**src/rtl/ssemi_afe_pkg.sv**
```systemverilog
// rtl/ssemi_afe_pkg.sv - shared types and constants for the AFE decimation output path
package ssemi_afe_pkg;

  localparam int SSEMI_OUTPUT_DATA_WIDTH = 24;
  localparam int SSEMI_DROP_CNT_WIDTH    = 16;

  typedef logic [SSEMI_OUTPUT_DATA_WIDTH-1:0] ssemi_output_data_t;

  // Occupancy needs one extra bit so that a full FIFO (count == depth) is representable.
  function automatic int fifo_level_w(input int depth);
    return $clog2(depth) + 1;
  endfunction

endpackage

```
**src/rtl/ssemi_fifo_mem.sv**
```systemverilog
// rtl/ssemi_fifo_mem.sv - register array, one sync write port, one async read port
module ssemi_fifo_mem #(
  parameter int DEPTH      = 16,
  parameter int DATA_WIDTH = 24
) (
  input  logic                     clk,
  input  logic                     rst_n,
  input  logic                     wr_en,
  input  logic [$clog2(DEPTH)-1:0] wr_addr,
  input  logic [DATA_WIDTH-1:0]    wr_data,
  input  logic [$clog2(DEPTH)-1:0] rd_addr,
  output logic [DATA_WIDTH-1:0]    rd_data
);

  logic [DATA_WIDTH-1:0] mem [DEPTH];

  always_ff @(posedge clk or negedge rst_n) begin
    if (!rst_n) begin
      for (int i = 0; i < DEPTH; i++) mem[i] <= '0;
    end else if (wr_en) begin
      mem[wr_addr] <= wr_data;
    end
  end

  assign rd_data = mem[rd_addr];

endmodule

```
**src/rtl/ssemi_output_fifo.sv**
```systemverilog
// rtl/ssemi_output_fifo.sv - FWFT output buffer behind the halfband filter
// Absorbs non-stallable write pulses, tracks occupancy and counts dropped samples.
module ssemi_output_fifo
  import ssemi_afe_pkg::*;
#(
  parameter int DATA_WIDTH          = SSEMI_OUTPUT_DATA_WIDTH,
  parameter int DEPTH               = 16,
  parameter int ALMOST_FULL_THRESH  = 12,
  parameter int ALMOST_EMPTY_THRESH = 2
) (
  input  logic                            i_clk,
  input  logic                            i_rst_n,
  input  logic                            i_enable,
  input  logic                            i_flush,
  input  logic                            i_clear_status,
  input  logic                            i_valid,
  input  logic [DATA_WIDTH-1:0]           i_data,
  output logic                            o_ready,
  output logic                            o_valid,
  output logic [DATA_WIDTH-1:0]           o_data,
  input  logic                            i_ready,
  output logic [fifo_level_w(DEPTH)-1:0]  o_level,
  output logic                            o_full,
  output logic                            o_empty,
  output logic                            o_almost_full,
  output logic                            o_almost_empty,
  output logic                            o_overflow,
  output logic [SSEMI_DROP_CNT_WIDTH-1:0] o_drop_count
);

  localparam int PW = $clog2(DEPTH);
  localparam int LW = fifo_level_w(DEPTH);

  if ((DEPTH & (DEPTH - 1)) != 0 || DEPTH < 4 || DEPTH > 256) begin : g_bad_depth
    $error("ssemi_output_fifo: DEPTH must be a power of 2 in 4..256");
  end
  if (ALMOST_FULL_THRESH < 1 || ALMOST_FULL_THRESH > DEPTH) begin : g_bad_af
    $error("ssemi_output_fifo: ALMOST_FULL_THRESH out of range");
  end
  if (ALMOST_EMPTY_THRESH < 0 || ALMOST_EMPTY_THRESH > DEPTH - 1) begin : g_bad_ae
    $error("ssemi_output_fifo: ALMOST_EMPTY_THRESH out of range");
  end
  if (DATA_WIDTH < 8 || DATA_WIDTH > 48) begin : g_bad_width
    $error("ssemi_output_fifo: DATA_WIDTH out of range");
  end

  logic [PW-1:0] wr_ptr, rd_ptr;
  logic [LW-1:0] count;
  logic          active, pop, push, drop;

  assign active = i_enable && !i_flush;
  assign pop    = o_valid && i_ready;
  // A full FIFO still accepts a write when the head leaves in the same cycle.
  assign push   = active && i_valid && (!o_full || pop);
  assign drop   = active && i_valid && o_full && !pop;

  assign o_full         = (count == LW'(DEPTH));
  assign o_empty        = (count == '0);
  assign o_valid        = i_enable && !o_empty;
  assign o_ready        = i_enable && !o_full;
  assign o_level        = count;
  assign o_almost_full  = (count >= LW'(ALMOST_FULL_THRESH));
  assign o_almost_empty = (count <= LW'(ALMOST_EMPTY_THRESH));

  always_ff @(posedge i_clk or negedge i_rst_n) begin
    if (!i_rst_n) begin
      wr_ptr <= '0;
      rd_ptr <= '0;
      count  <= '0;
    end else if (!active) begin
      wr_ptr <= '0;
      rd_ptr <= '0;
      count  <= '0;
    end else begin
      if (push) wr_ptr <= wr_ptr + PW'(1);
      if (pop)  rd_ptr <= rd_ptr + PW'(1);
      if (push && !pop)      count <= count + LW'(1);
      else if (pop && !push) count <= count - LW'(1);
    end
  end

  // A drop in the same cycle as a clear wins, leaving a count of one.
  always_ff @(posedge i_clk or negedge i_rst_n) begin
    if (!i_rst_n) begin
      o_overflow   <= 1'b0;
      o_drop_count <= '0;
    end else if (drop) begin
      o_overflow <= 1'b1;
      if (i_clear_status)     o_drop_count <= SSEMI_DROP_CNT_WIDTH'(1);
      else if (~&o_drop_count) o_drop_count <= o_drop_count + SSEMI_DROP_CNT_WIDTH'(1);
    end else if (i_clear_status) begin
      o_overflow   <= 1'b0;
      o_drop_count <= '0;
    end
  end

  ssemi_fifo_mem #(
    .DEPTH      (DEPTH),
    .DATA_WIDTH (DATA_WIDTH)
  ) u_mem (
    .clk     (i_clk),
    .rst_n   (i_rst_n),
    .wr_en   (push),
    .wr_addr (wr_ptr),
    .wr_data (i_data),
    .rd_addr (rd_ptr),
    .rd_data (o_data)
  );

endmodule

```
**config.mk**
```make
export PLATFORM = sky130hd
export DESIGN_NAME = ssemi_output_fifo
export DESIGN_NICKNAME = d
export VERILOG_FILES = /design/src/rtl/ssemi_afe_pkg.sv /design/src/rtl/ssemi_fifo_mem.sv /design/src/rtl/ssemi_output_fifo.sv
export SDC_FILE = /design/constraint.sdc
export NUM_CORES = 1
export LEC_CHECK = 0
export CORE_MARGIN = 8
export CORE_UTILIZATION = 52
export CTS_CLUSTER_SIZE = 8
export DETAILED_ROUTE_END_ITERATION = 8
export HOLD_SLACK_MARGIN = 0.02
export PLACE_DENSITY = 0.79
export SYNTH_ARGS = -nofsm -noshare
export SYNTH_HDL_FRONTEND = slang
export SYNTH_SLANG_ARGS = --single-unit
```
**constraint.sdc**
```tcl
create_clock -name i_clk -period 3.67 [get_ports i_clk]
set_input_delay 0.367 -clock i_clk [delete_from_list [all_inputs] [get_ports i_clk]]
set_output_delay 0.367 -clock i_clk [all_outputs]
set_load 0.02 [all_outputs]
```
; Word-level counts from Yosys, hierarchy flattened
; Cells that the tools add are included.
[classes]
n_lt_le_gt_ge = 5
n_eq_ne = 5
n_reduce_logical = 21
n_bitwise = 2
addsub = 5
mux = 19
[op_table]
columns = op, count
row1 = bitwise mux 384 bit, 1
row2 = binary-select mux 24 bit (select 4 bit), 1
row3 = demux 24 bit (select 4 bit), 1
row4 = 2-to-1 mux 24 bit, 3
row5 = 2-to-1 mux 16 bit, 4
row6 = "adder 16 x 1 -> 16 bit, second input constant", 1
row7 = 2-to-1 mux 4 bit, 4
row8 = AND reduction 16 bit, 1
row9 = 2-to-1 mux 5 bit, 3
row10 = logical AND 1 bit, 11
row11 = ">= comparator 5 bit, second input constant", 2
row12 = inverter 4 -> 5 bit, 2
row13 = "adder 4 x 1 -> 4 bit, second input constant", 2
row14 = "adder 5 x 1 -> 5 bit, second input constant", 1
row15 = "== test 5 bit, second input constant", 1
row16 = ">= comparator 5 x 4 -> 1 bit, second input constant", 1
row17 = "less-or-equal comparator 5 x 2 -> 1 bit, second input constant", 1
row18 = logical NOT 1 bit, 5
row19 = logical NOT 5 bit, 1
row20 = "less-than comparator 5 x 1 -> 1 bit, second input constant", 1
row21 = "subtractor 5 x 1 -> 5 bit, second input constant", 1
row22 = "!= test 2 x 1 -> 1 bit, second input constant", 2
row23 = "!= test 3 x 1 -> 1 bit, second input constant", 1
row24 = 2-to-1 mux 1 bit, 2
row25 = 4 further kinds, 4
[totals]
inputBits = 31
output_inout_bits = 52
regBits = 414
elab_cells = 78

; Longest topological paths before layout
[depth]
ltp_word = 11
ltp_mapped = 10
ltp_nobuf = 9

; Hierarchy
; Synthesis repeated with hierarchy kept, for this count alone.
[unflattened]
cells_unflattened = 1243
hier_area_um2 = 19090.8
[modules_own_cells]
columns = module, cells_per_inst, seq_area_each_um2, instances, area_per_inst_um2
row1 = ssemi_fifo_mem, 1060, 9609.2, 1, 17289.1
row2 = ssemi_output_fifo, 183, 750.7, 1, 1801.7

; Worst setup path after synthesis
; OpenSTA, ideal clock, no wires.
[synth_timing]
kind = register to register
from = register count[0], in the netlist o_level[0]
to = register count[4], in the netlist o_level[4]
synth_period_minus_slack_ns = 2.636
setup_time_ns = 0.125
t_required_ns = 3.545
n_path_buf = 1
path_slack_ns = 1.034
path_stages_with_launch = 11
arrival_time_ns = 2.511
cell_sequence = dfrtp_1 > nor4_4 > a311oi_2 > buf_4 > nand2_1 > ha_1 > a21oi_1 > nand2_1 > or3_1 > a21oi_1 > nor3b_1
[synth_via]
elab_chain_cells = 9
elab_cells_between_ends = 18
classes_between = add/sub: 2 / eq/ne: 2 / mux: 3 / reduce/logical: 11
[synth_lines]
columns = item, line_no
row1 = "start, declared", ssemi_output_fifo.sv:48  ; logic [LW-1:0] count;
row2 = "start signal, assigned", ssemi_output_fifo.sv:77  ; if (push && !pop) count <= count + LW'(1);
row3 = "start signal, assigned", ssemi_output_fifo.sv:78  ; else if (pop && !push) count <= count - LW'(1);
row4 = "parallel branches: the longest is 9 deep, another holds subtractor 5 x 1 -> 5 bit", n/a
; Several ways; the timed one is not identified. The select of a mux whose other input is x is not followed.
; A chain may end at the register's enable or synchronous reset.

; Worst setup path in the final report
[layout_timing]
from = register rd_ptr[0]
to = output port o_data[7]
[layout_via]
elab_chain_cells = 4
[layout_lines]
columns = item, line_no
row1 = "start, declared", ssemi_output_fifo.sv:47  ; logic [PW-1:0] wr_ptr, rd_ptr;
row2 = "start signal, assigned", ssemi_output_fifo.sv:76  ; if (pop) rd_ptr <= rd_ptr + PW'(1);
row3 = inverter 4 -> 5 bit (not written as such), ssemi_fifo_mem.sv:25  ; assign rd_data = mem[rd_addr];
row4 = binary-select mux 24 bit (select 4 bit), ssemi_fifo_mem.sv:25
row5 = 2-to-1 mux 24 bit (not written as such) (2 in a row), ssemi_fifo_mem.sv:25
row6 = "end, declared", ssemi_output_fifo.sv:20  ; output logic [DATA_WIDTH-1:0] o_data,
; Every way passes these cells. The select of a mux whose other input is x is not followed.

==> impl_metrics.yaml <==
logic_synthesis:
  yosys_warnings: 0
  synth_compound_area_share_pct: 1.03
  syn_inst: 1189
  synth-main-ff-cell: "dfrtp_1"
  synthAdderAreaFrac_pct: 0.759
  async_reset_ff_share_pct: 100
  seq_area_frac_synth_pct: 54.2
  syn_area_um2: 19100
  avgSynthCellArea_um2: 16.1
  yosysUniqueCellTypes: 49
  ys_ff_latch: 414
  synth_top_family_by_area: "multiplexers"
  synth-simple-area-share_pct: 3.40
  synth_edf_count: 0
  synthMuxAreaShare_pct: 36.9
  synth_nets: 1231
  synth_xor_area_share_pct: 0.778
global_routing:
  grt_pass1_vias: 11800
  grt_pass1_wl_um: 68500
  grt_max_degree: 97
  gr-total-overflow: 0
  grt_use_total_pct: 19.9
  antenna_found_initial: 1
critical_path:
  crit_family: "multiplexers"
  worstSetupStartpointType: "flop"
  crit_top_cell: "mux4_2"
  cp_num_buf_inv: 2
  crit_fanout: 65
  startpoint: "rd_ptr[0]$_DFFE_PN0P_"
  cp_slowest_cell: "mux4_2"
  crit_arrival_ps: 3180
  crit_chain: "buf_16, mux4_2, mux4_2, clkdlybuf4s50_1"
  cp-end-kind: "output pin"
  reg2reg_from: "o_level[0]$_DFFE_PN0P_"
  critPathKind: "flop to output pin"
  crit_required_ps: 3300
  worst_path_largest_cell_delay_ps: 580
timing:
  finalCritPeriodShare_pct: 96.7
  max_slew_margin_pct: 49.7
  max_slew.worst_pin.slew_ps: 754
  hold_violations: 0
  slew_violations: 0
  grt_setup_unrepaired: "false"
  layout_min_cycle_time_ps: 3550
  fin_skew_ps: 12.6
  fmax_mhz: 282
  tns_ps: 0
  setup_violations: 0
route:
  vias_per_cell: 6.16
  antenna_left: 0
  drtIter0Drc: 761
  drcViolationCount: 0
  vias: 10700
  post_drt_wl_per_cell_um: 24.2
  finalWirelength_um: 42300
  dr.pass1.iters: 5
placement:
  placed_area_um2: 20500
  port_buffers: 82
  gp_congestion: 0.784
  dpl.hpwl_um: 24800
clock_network:
  cts_setup_buffers: 0
  numCtsBuffers: 57
  cts_tree: "done"
  cts_root_buf: "clkbuf_16"
  clk_transition_reported_paths_ps: 60
  htree_levels: 2
  clkSinkCount: 414
  clock_latency_ps: 580
  cts.path.max_buffers: 3
outcome:
  outcome: "complete, no violations"
power_and_ir_drop:
  p_total_mw: 10.3
  peakVddDrop_mv: 0.372
  power_density_nw_per_um2: 468
  power_leakage_nw: 10.3
floorplanning:
  fp.dieW_um: 208
  dieArea_um2: 43200
  initial_core_util_pct: 52.5
  core_um2: 36400
  die_y_um: 208
  rows: 70
  num_io_pins: 83
finish:
  syn2layout_area_growth_pct: 14.9
  fillers: 2698
  fin_nets: 1313
  drive_gt1_share_pct: 44.4
  fin_area_um2: 22000
flow_run:
  cap_violations: 0
min_path:
  hold_class: "primary input to async pin"
## cells in the mapped netlist, types with 12 or more instances
cell type | instances | area share, %
dfrtp_1 | 414 | 54
mux2_2 | 324 | 19
mux4_2 | 120 | 14
mux2_1 | 60 | 3.5
clkbuf_1 | 43 | 0.84
nor2_1 | 27 | 0.53
buf_4 | 26 | 1.0
nand2_1 | 20 | 0.39
buf_2 | 16 | 0.42
xnor2_1 | 13 | 0.60
nand3_2 | 12 | 0.63
## per-layer routing
metal | vias to the layer above | wire length, um | global-route usage [%]
met5 | - | 0 | 0
met4 | 0 | 1020 | 5.92
met3 | 85 | 1820 | 3.59
met2 | 224 | 21000 | 33.3
met1 | 5843 | 18400 | 26.5
li1 | 4594 | - | -
## flip-flops by register name (all words and copies together), names as in the netlist
| register | flops |
|---|---|
| u_mem.mem | 384 |
| o_level | 5 |
| wr_ptr | 4 |
| o_drop_count | 16 |
| rd_ptr | 4 |
| o_overflow | 1 |
## layout make-up
class | count | area (um^2) | area share, %
Multi-Input combinational cell | 671 | 8230 | 37.4
Timing Repair Buffer | 118 | 1290 | 5.88
Clock inverter | 3 | 37.5 | 0.171
Tap cell | 468 | 586 | 2.66
Clock buffer | 61 | 1440 | 6.56
Antenna cell | 1 | 2.50 | 0.0114
Inverter | 9 | 33.8 | 0.154
Sequential cell | 414 | 10400 | 47.2
## through the flow
| step | hold WS (ps) | worst slack (ps) | instances | util [%] |
|---|---|---|---|---|
| 2_1_floorplan | 71.4 | 1030 | 1189 | - |
| 3_3_place_gp | 457 | 675 | 1679 | 56.2 |
| 3_5_place_dp | 469 | 644 | 1679 | 56.2 |
| 4_1_cts | 448 | 33.2 | 1744 | 60.3 |
| 5_1_grt | 495 | 5.49 | 1745 | 60.4 |
| 6_report | 447 | 121 | 1745 | 60.4 |
## layout by cell type, fill, tap and decap left out, types with 12 or more instances in the layout
cell             netlist  final
buf_12                 0     14
buf_4                 26     20
clkbuf_16              0     57
clkdlybuf4s50_1        0     81
dfrtp_1              414    411
mux2_1                60     60
mux2_2               324    324
mux4_2               120    120
nand2_1               20     20
nand3_2               12     12
nor2_1                27     27
xnor2_1               13     13
## power by group
part           internal (mW)  switching [mW]
Sequential              4.73          0.0858
Combinational          0.479           0.462
Clock                   2.72            1.82
## what timing repair did
action / 4_1_cts / 5_1_grt
hold buffers: 1 / 0
endpoints found under the setup margin: 0 / 5
endpoints found under the hold margin: 91 / 0
gates resized for setup: 0 / 1
## logic make-up after synthesis
group | after synthesis
AO/OA/AOI/OAI | 27
AND/OR/NAND/NOR | 108
XOR/XNOR | 17
adder cells (fa/ha/maj) | 11
multiplexers | 508
buffers and inverters | 104
flip-flops | 414
## final timing paths
| kind | slack [ps] | cells past startpoint | endpoint |
|---|---|---|---|
| max | 120 | 4 | o_data[7] |
| min | 450 | 2 | u_mem.mem[148]$_DFFE_PN0P_ |
| max reg2reg | 690 | 9 | o_level[4]$_DFFE_PN0P_ |
| min reg2reg | 480 | 1 | u_mem.mem[84]$_DFFE_PN0P_ |
| max in group asynchronous | 2260 | 3 | u_mem.mem[68]$_DFFE_PN0P_ |
| min in group i_clk | 480 | 1 | u_mem.mem[84]$_DFFE_PN0P_ |
Power figures use the tool's default switching activity.
